**config.mk**
```make
export PLATFORM = sky130hd
export DESIGN_NAME = key_event_filter
export DESIGN_NICKNAME = d
export VERILOG_FILES = /design/src/rtl/game_pkg.sv /design/src/rtl/key_sync_debounce.sv /design/src/rtl/key_event_filter.sv
export SDC_FILE = /design/constraint.sdc
export NUM_CORES = 1
export LEC_CHECK = 0
export CAP_MARGIN = 20
export CORE_AREA = 3 3 71 73
export CTS_CLUSTER_SIZE = 14
export DETAILED_ROUTE_END_ITERATION = 6
export DIE_AREA = 0 0 74 76
export GPL_TIMING_DRIVEN = 1
export HOLD_SLACK_MARGIN = 0.1
export PLACE_DENSITY = 0.69
export SLEW_MARGIN = 0
export SYNTH_ARGS = -nofsm -noshare
export SYNTH_HDL_FRONTEND = slang
export SYNTH_SLANG_ARGS = --single-unit
```
**constraint.sdc**
```tcl
create_clock -name Clock -period 1.7 [get_ports Clock]
set_input_delay 0.425 -clock Clock [delete_from_list [all_inputs] [get_ports Clock]]
set_output_delay 0.425 -clock Clock [all_outputs]
set_load 0.02 [all_outputs]
```
**src/rtl/game_pkg.sv**
```systemverilog
// Shared game-side types and key constants used by the keyboard front end and
// the game-state FSM.
package game_pkg;

    typedef logic [7:0] keycode_t;

    localparam keycode_t KEY_NONE  = 8'd0;
    localparam keycode_t KEY_ESC   = 8'd41;
    localparam keycode_t KEY_SPACE = 8'd44;

    // Auto-repeat tracker: nothing held, held before first repeat, repeating.
    typedef enum logic [1:0] {
        IDLE   = 2'd0,
        HELD   = 2'd1,
        REPEAT = 2'd2
    } key_rep_state_t;

endpackage

```
**src/rtl/key_sync_debounce.sv**
```systemverilog
// Two-flop synchroniser plus stability counter for the raw keycode.
// stable_code_o is the current candidate; commit_o strobes for one cycle when
// the candidate has been stable long enough and differs from the held code.
module key_sync_debounce
    import game_pkg::*;
#(
    parameter int unsigned STABLE_CYCLES = 16
) (
    input  logic     Clock,
    input  logic     Reset,
    input  keycode_t raw_code_i,
    input  keycode_t held_code_i,
    output keycode_t stable_code_o,
    output logic     commit_o
);

    localparam int unsigned CNT_W = $clog2(STABLE_CYCLES + 1);
    localparam logic [CNT_W-1:0] CNT_MAX = CNT_W'(STABLE_CYCLES - 1);

    keycode_t         s1_q, s2_q;
    keycode_t         cand_q, cand_d;
    logic [CNT_W-1:0] cnt_q, cnt_d;

    // Synchroniser, candidate and counter registers with synchronous reset.
    always_ff @(posedge Clock) begin
        // NOTE: sequential state uses non-blocking assignments so every flop
        // samples the values from before the edge, independent of block order.
        if (Reset) begin
            s1_q   <= KEY_NONE;
            s2_q   <= KEY_NONE;
            cand_q <= KEY_NONE;
            cnt_q  <= '0;
        end else begin
            s1_q   <= raw_code_i;
            s2_q   <= s1_q;
            cand_q <= cand_d;
            cnt_q  <= cnt_d;
        end
    end

    // Restart the count on any change of the synchronised code, else count up
    // and saturate at STABLE_CYCLES-1.
    always_comb begin
        // NOTE: defaults first, so every path assigns every output and no
        // latch is inferred.
        cand_d = cand_q;
        cnt_d  = cnt_q;
        if (s2_q != cand_q) begin
            cand_d = s2_q;
            cnt_d  = '0;
        end else if (cnt_q != CNT_MAX) begin
            cnt_d = cnt_q + CNT_W'(1);
        end
    end

    assign stable_code_o = cand_q;
    assign commit_o      = (cnt_q == CNT_MAX) && (s2_q == cand_q) && (cand_q != held_code_i);

endmodule

```
**src/rtl/key_event_filter.sv**
```systemverilog
// Keyboard event conditioner: debounces the raw keycode, holds the accepted
// code, and turns level changes into one-cycle press/release pulses.
// Optional auto-repeat is compiled in with `define KEY_REPEAT_EN.
module key_event_filter
    import game_pkg::*;
#(
    parameter int unsigned STABLE_CYCLES = 16,
    parameter int unsigned REPEAT_DELAY  = 25_000_000,
    parameter int unsigned REPEAT_PERIOD = 5_000_000
) (
    input  logic       Clock,
    input  logic       Reset,
    input  logic [7:0] Keycode_raw,
    output logic [7:0] Key_event,
    output logic       Key_valid,
    output logic [7:0] Key_held,
    output logic       Key_release
);

    keycode_t       stable_code;
    logic           commit;

    keycode_t       held_q, held_d;
    keycode_t       event_q, event_d;
    logic           valid_q, valid_d;
    logic           release_q, release_d;
    key_rep_state_t state_q, state_d;

`ifdef KEY_REPEAT_EN
    localparam logic [31:0] DELAY_LAST  = 32'(REPEAT_DELAY - 1);
    localparam logic [31:0] PERIOD_LAST = 32'(REPEAT_PERIOD - 1);

    logic [31:0] rcnt_q, rcnt_d;
`else
    // Repeat timing is not built; the parameters stay in the interface only.
    logic unused_repeat_cfg;
    assign unused_repeat_cfg = ^{REPEAT_DELAY, REPEAT_PERIOD};
`endif

    key_sync_debounce #(
        .STABLE_CYCLES(STABLE_CYCLES)
    ) u_sync_debounce (
        .Clock        (Clock),
        .Reset        (Reset),
        .raw_code_i   (Keycode_raw),
        .held_code_i  (held_q),
        .stable_code_o(stable_code),
        .commit_o     (commit)
    );

    // Held code, output pulses and repeat state; reset discards anything in flight.
    always_ff @(posedge Clock) begin
        if (Reset) begin
            held_q    <= KEY_NONE;
            event_q   <= KEY_NONE;
            valid_q   <= 1'b0;
            release_q <= 1'b0;
            state_q   <= IDLE;
`ifdef KEY_REPEAT_EN
            rcnt_q    <= '0;
`endif
        end else begin
            held_q    <= held_d;
            event_q   <= event_d;
            valid_q   <= valid_d;
            release_q <= release_d;
            state_q   <= state_d;
`ifdef KEY_REPEAT_EN
            rcnt_q    <= rcnt_d;
`endif
        end
    end

    // Commit handling has priority; otherwise the repeat FSM may fire an event.
    always_comb begin
        held_d    = held_q;
        event_d   = KEY_NONE;
        valid_d   = 1'b0;
        release_d = 1'b0;
        state_d   = state_q;
`ifdef KEY_REPEAT_EN
        rcnt_d    = rcnt_q;
`endif
        if (commit) begin
            held_d = stable_code;
            if (stable_code != KEY_NONE) begin
                event_d = stable_code;
                valid_d = 1'b1;
            end
            if (held_q != KEY_NONE) begin
                release_d = 1'b1;
            end
            state_d = (stable_code != KEY_NONE) ? HELD : IDLE;
`ifdef KEY_REPEAT_EN
            rcnt_d  = '0;
`endif
        end else begin
`ifdef KEY_REPEAT_EN
            case (state_q)
                HELD: begin
                    if (rcnt_q == DELAY_LAST) begin
                        event_d = held_q;
                        valid_d = 1'b1;
                        rcnt_d  = '0;
                        state_d = REPEAT;
                    end else begin
                        rcnt_d = rcnt_q + 32'd1;
                    end
                end
                REPEAT: begin
                    if (rcnt_q == PERIOD_LAST) begin
                        event_d = held_q;
                        valid_d = 1'b1;
                        rcnt_d  = '0;
                    end else begin
                        rcnt_d = rcnt_q + 32'd1;
                    end
                end
                default: begin
                    rcnt_d = '0;
                end
            endcase
`endif
        end
    end

    assign Key_event   = event_q;
    assign Key_valid   = valid_q;
    assign Key_held    = held_q;
    assign Key_release = release_q;

endmodule

```
After elaboration in Yosys (flattened, before gate mapping)
Index checks and enable logic that the tools add are counted.
Widths: inputs -> output; s select.

storage, ports and cells
  bits in registers = 47
  bits in latches = 0
  memory bits (writable) = 0
  ROM bits = 0
  input bits = 10
  output and inout bits = 18
  logic and storage cells = 25
  memories kept = 0

cells by class
  add/subtract/negate cells = 1
  multipliers = 0
  divide/modulo/power cells = 0
  magnitude comparators = 0
  eq/ne operators = 5
  shifts and indexed selects = 0
  mux-type cells = 2
  bitwise gates (word level) = 2
  reductions and logical operators = 7

operators with widths
  operator             count
  $ne 8x8->1           2
  $reduce_bool 8->1    2
  $eq 8x8->1           1
  $add 5x1->5 const B  1
  $eq 5x4->1 const B   1
  $ne 5x4->1 const B   1
  $reduce_or 2->1      2
  $reduce_or 3->1      1
  $logic_and 1x1->1    2
  $mux 1               2
  $not 1->1            2

Depth between registers and ports, before layout
  word-level depth = 5
  depth in mapped cells = 7
  mapped depth without buffers = 6

Cells and area by module
From an unflattened synthesis, not the netlist that was laid out.

second synthesis, totals
  cells, all modules = 148
  area total of the unflattened synthesis = 1,722.9 um^2

by module, submodules not included
  module             times used  cells each  area each (um^2)  sequential area each (um^2)
  key_sync_debounce  1           96          1,131.1           580.6
  key_event_filter   1           52          591.8             360.3

Least setup slack after synthesis
No wires, ideal clock.

  kind = register to register
  start point = register u_sync_debounce.cnt_q[0]
  end point = register held_q[0], in the netlist Key_held[0]
  library setup time = 72 ps
  arrival = 1,438 ps
  required time = 1,628 ps
  setup slack = 190 ps
  cell stages (with the launch flop) = 8
  path buffers = 2
  period minus slack after synthesis = 1,510 ps
  cells stage by stage = dfxtp_1 -> ha_1 -> and3_1 -> ha_1 -> buf_2 -> o2111a_1 -> buf_6 -> mux2i_1

between the ends
  word-level cells in the longest chain between the ends = 3

ends and longest elaborated chain
  what                             RTL line                 source
  start, declared                  key_sync_debounce.sv:22  logic [CNT_W-1:0] cnt_q, cnt_d;
  start signal, assigned           key_sync_debounce.sv:37  cnt_q <= cnt_d;
  $eq 5x4->1                       key_sync_debounce.sv:57  assign commit_o = (cnt_q == CNT_MAX) && (s2_q == cand_q) && (cand_q != held_code_i);
  $logic_and 1x1->1 (2 in series)  key_sync_debounce.sv:57
  end signal, assigned             key_event_filter.sv:63   held_q <= held_d;
  end, declared                    key_event_filter.sv:23   keycode_t held_q, held_d;

Every way passes these cells.
A chain may end at the register's enable or synchronous reset.

Worst setup path after layout
  start point = register release_q, in the netlist Key_release
  end point = output Key_release

RTL lines
  what                    RTL line                source
  start, declared         key_event_filter.sv:26  logic release_q, release_d;
  start signal, assigned  key_event_filter.sv:66  release_q <= release_d;
  end, declared           key_event_filter.sv:17  output logic Key_release

No word-level cell between the ends.

==> metrics.sh <==
CP_SLOWEST_CELL='clkdlybuf4s50_1'
POST-ROUTE-MIN-PERIOD_NS=1.645
POSTROUTEWIRELENGTH_UM=3095
SYNTH_SEQUENTIAL_AREA_RATIO=0.5303
POWER.SHARE.SWITCHING=0.1982
TIMING.FMAX_MHz=607.9
CLOCK_POWER_SHARE=0.433
WORST_PIN_SLEW_NS=0.5262
PLACEMENTROWS=24
GRT_PASS1_WL_UM=5223
SEQPWRFRAC=0.516
POSTLAYOUTSETUPSLACKWORST_NS=0.05512
CLOCK_TREE_FROM_TRITONCTS='yes'
NETLIST_AREA_UM2=1774
DRT_PASS1_ITERATIONS=3
CLK_PIN_SLEW_NS=0.08
TIMING.SLEW.HEADROOM=0.6491
CTSHOLDBUFFERS=0
SYN_NETS=176
CRIT_PATH_END_KIND='output pin'
WORST-PATH-MAX-FANOUT=1
VIAS_PER_CELL=4.726
NET-SWITCHING-POWER_W=0.0004387
FILLERINSTANCES=424
WORST_EP_ARRIVAL_TIME_NS=1.22
CTS_SETUP_BUFFERS=0
SETUP_VIOL_COUNT_FINAL=0
GLOBALPLACE.CONGESTION=0.6980
CLK-INSERTION-DELAY-LATE_NS=0.30
WORST_SETUP_TIMING_SLACK_AT_THE_PLACEMENT_STAGE_NS=0.06175
GLOBAL_ROUTE.USAGE.TOTAL=0.1186
SKEW_NS=0.007026
DRC_VIOLATION_COUNT_AFTER_ROUTING=0
FF2FF_PATH_DEPTH=5
LEAKAGEPOWER_nW=0.8972
MAXSLEWVIOLCOUNT=0
CTS_BUFFERS=5
TIMING.CRITICAL_PATH.FROM='Key_release'
ASYNC_RESET_FF_FRAC=0
VDD_DROP_MAX_uV=519.6
YS_TYPES=25
CP-START-KIND='register'
CRITICALPATHCATEGORY='reg -> out'
VIA_COUNT=1191
WORSTREG2REGEND='Key_held[2]'
PORTBUFS=27
H-TREE-DEPTH=2
CRITICAL-PATH-TOP-DELAY-FAMILY='buffers and inverters'
ROOT_BUFFER_SELECTED_BY_CTS='clkbuf_8'
DETAILEDPLACEMENTHPWL_UM=2279
ANT_NETS=0
LAYOUT_CELL_SHARE_WITH_DRIVE_STRENGTH_BEYOND_1=0.1500
POWER.INTERNAL_W=0.001775
WORST_HOLD_PATH_CLASS='reg -> reg'
CAP_VIOLATIONS=0
FIN_TNS_SETUP_NS=0
POST_SYNTHESIS_INSTANCE_TOTAL=164
POWER.COMBINATIONAL.FRACTION=0.051
CPPEAKSTAGEDELAY_NS=0.59
AREA_DELTA_SYNTH_FINAL_PCT=27.57
FF2FF_SETUP_SLACK_NS=0.10
CRITICAL_PATH_DEPTH=1
POSTSYNTHREGISTERBITS=47
HOLD_SLACK_NS=0.4394
TIMING.CRITICAL_PATH.BUF_INV=1
SYNTH-WARNING-COUNT=0
DETAILEDROUTE.FIRSTITERATIONVIOLATIONS=30
WL_PER_CELL_UM=12.28
FP.DIEH_UM=76
LAYOUT.NETS=211
POST_SYNTH.CELL_AREA_AVG_UM2=10.82
CLKSINKCOUNT=47
STATUS='completed'
CRIT_END='Key_release'
PLACEABLECOREAREA_UM2=4414
MAX-CLOCK-PATH-BUFFERS=2
IO-PIN-COUNT=28
FINAL-HOLD-VIOLATION-COUNT=0
DIE_AREA_UM2=5624
FIRST_GLOBAL_VIAS=1172
TIMING.CRITICAL_PATH.CELLS='clkdlybuf4s50_1'
GRT-OVFL-TOTAL=0
GRT_START_MAX_NET_PINS=24
DIEWIDTH_UM=74
SYNTH_ENABLE_FLOP_CELLS=0
POWER.DENSITY_nW_PER_UM2=978.0
CP_DATA_REQUIRED_TIME_NS=1.27
FINALCRITPERIODSHARE=0.9676
INSERTEDDIODECOUNT=0
ANTENNA_VIOLATIONS_BEFORE_REPAIR=0
STARTING_UTILIZATION_OF_THE_CORE_AREA=0.4019
SYNTHFLOPTYPE='dfxtp_1'
REG2REG_FROM='u_sync_debounce.stable_code_o[4]'
[cells by family after synthesis]
logic type / Yosys count / synth area share
simple gates: 66 / 0.2454
flops: 47 / 0.5303
xor+xnor: 19 / 0.09379
buf+inv: 16 / 0.04301
mux: 9 / 0.05078
compound gates: 5 / 0.02256
fa+ha+maj: 2 / 0.01410
[layer usage]
metal / share of wire / global-route usage
met5: 0 / 0
met4: 0.015 / 0.03804
met3: 0.054 / 0.04485
met2: 0.51 / 0.2048
met1: 0.42 / 0.1308
[final cells by class]
| class | count | area (um2) | share of cell area |
|---|---|---|---|
| multi-input cells | 101 | 759.5 | 0.3355 |
| repair buffers | 35 | 322.8 | 0.1426 |
| inverters | 9 | 33.78 | 0.01493 |
| flip-flops and latches | 47 | 945.9 | 0.4179 |
| well taps | 52 | 65.06 | 0.02875 |
| clock buffers | 5 | 68.82 | 0.03040 |
| clock inverters | 3 | 67.56 | 0.02985 |
[power groups by stage]
stage          Sequential (W)  Combinational (W)  Clock, W
6_report              0.00114           0.000113  0.000958
5_1_grt               0.00115           0.000127   0.00103
4_1_cts               0.00114           0.000115  0.000979
3_5_place_dp          0.00117           0.000115         0
3_3_place_gp          0.00117           0.000111         0
2_1_floorplan         0.00116          0.0000786         0
[registers in the layout (all words and copies together), names as in the netlist]
register	count
u_sync_debounce.s2_q	8
u_sync_debounce.cnt_q	5
Key_release	1
Key_held	8
u_sync_debounce.s1_q	8
Key_valid	1
u_sync_debounce.stable_code_o	8
Key_event	8
[worst min-delay path by stage]
| stage | slack, ns | from | cells after the start | endpoint |
|---|---|---|---|---|
| after floorplan | 0.41 | u_sync_debounce.s1_q[0] | 1 | u_sync_debounce.s2_q[0] |
| after global placement | 0.42 | u_sync_debounce.s1_q[3] | 1 | u_sync_debounce.s2_q[3] |
| after detailed placement | 0.43 | u_sync_debounce.s1_q[4] | 1 | u_sync_debounce.s2_q[4] |
| after CTS | 0.45 | u_sync_debounce.s1_q[3] | 1 | u_sync_debounce.s2_q[3] |
| after global routing | 0.46 | u_sync_debounce.s1_q[5] | 1 | u_sync_debounce.s2_q[5] |
| final | 0.44 | u_sync_debounce.s1_q[1] | 1 | u_sync_debounce.s2_q[1] |
[synth_stat cells (3+ instances only)]
cell type / count / area (um2)
xnor2_1: 9 / 78.83
dfxtp_1: 47 / 940.9
nor2b_1: 25 / 156.4
nand2b_1: 14 / 87.58
nor4_1: 4 / 25.02
nor3_1: 3 / 15.01
inv_1: 9 / 33.78
nor2_1: 6 / 22.52
clkbuf_1: 4 / 15.01
xor2_1: 10 / 87.58
mux2i_1: 9 / 90.09
nor3_2: 5 / 50.05
[stage by stage]
step / utilization / instances / instance area (um2) / total power [W]
2_1_floorplan: - / 164 / 1774 / 0.001242
3_3_place_gp: 0.4819 / 244 / 2127 / 0.001277
3_5_place_dp: 0.4819 / 244 / 2127 / 0.001283
4_1_cts: 0.5105 / 252 / 2253 / 0.002236
5_1_grt: 0.5128 / 252 / 2263 / 0.002308
6_report: 0.5128 / 252 / 2263 / 0.002214
[layout by cell type, fill, tap and decap left out, drive strengths merged, types with 5 or more instances in the layout]
cell type / instances
clkdlybuf4s50: 18
xor2: 10
mux2i: 9
nor2: 6
dlygate4sd2: 8
nand2b: 14
nor2b: 25
nor4: 6
dfxtp: 47
buf: 8
xnor2: 9
inv: 9
clkbuf: 5
nor3: 8
[repair_timing]
action                                 in CTS  in global routing
setup endpoints to repair                   8                 10
endpoints found under the hold margin       0                  0
resized for setup                           8                  6
No activity file was read; power rests on OpenSTA's default activity.
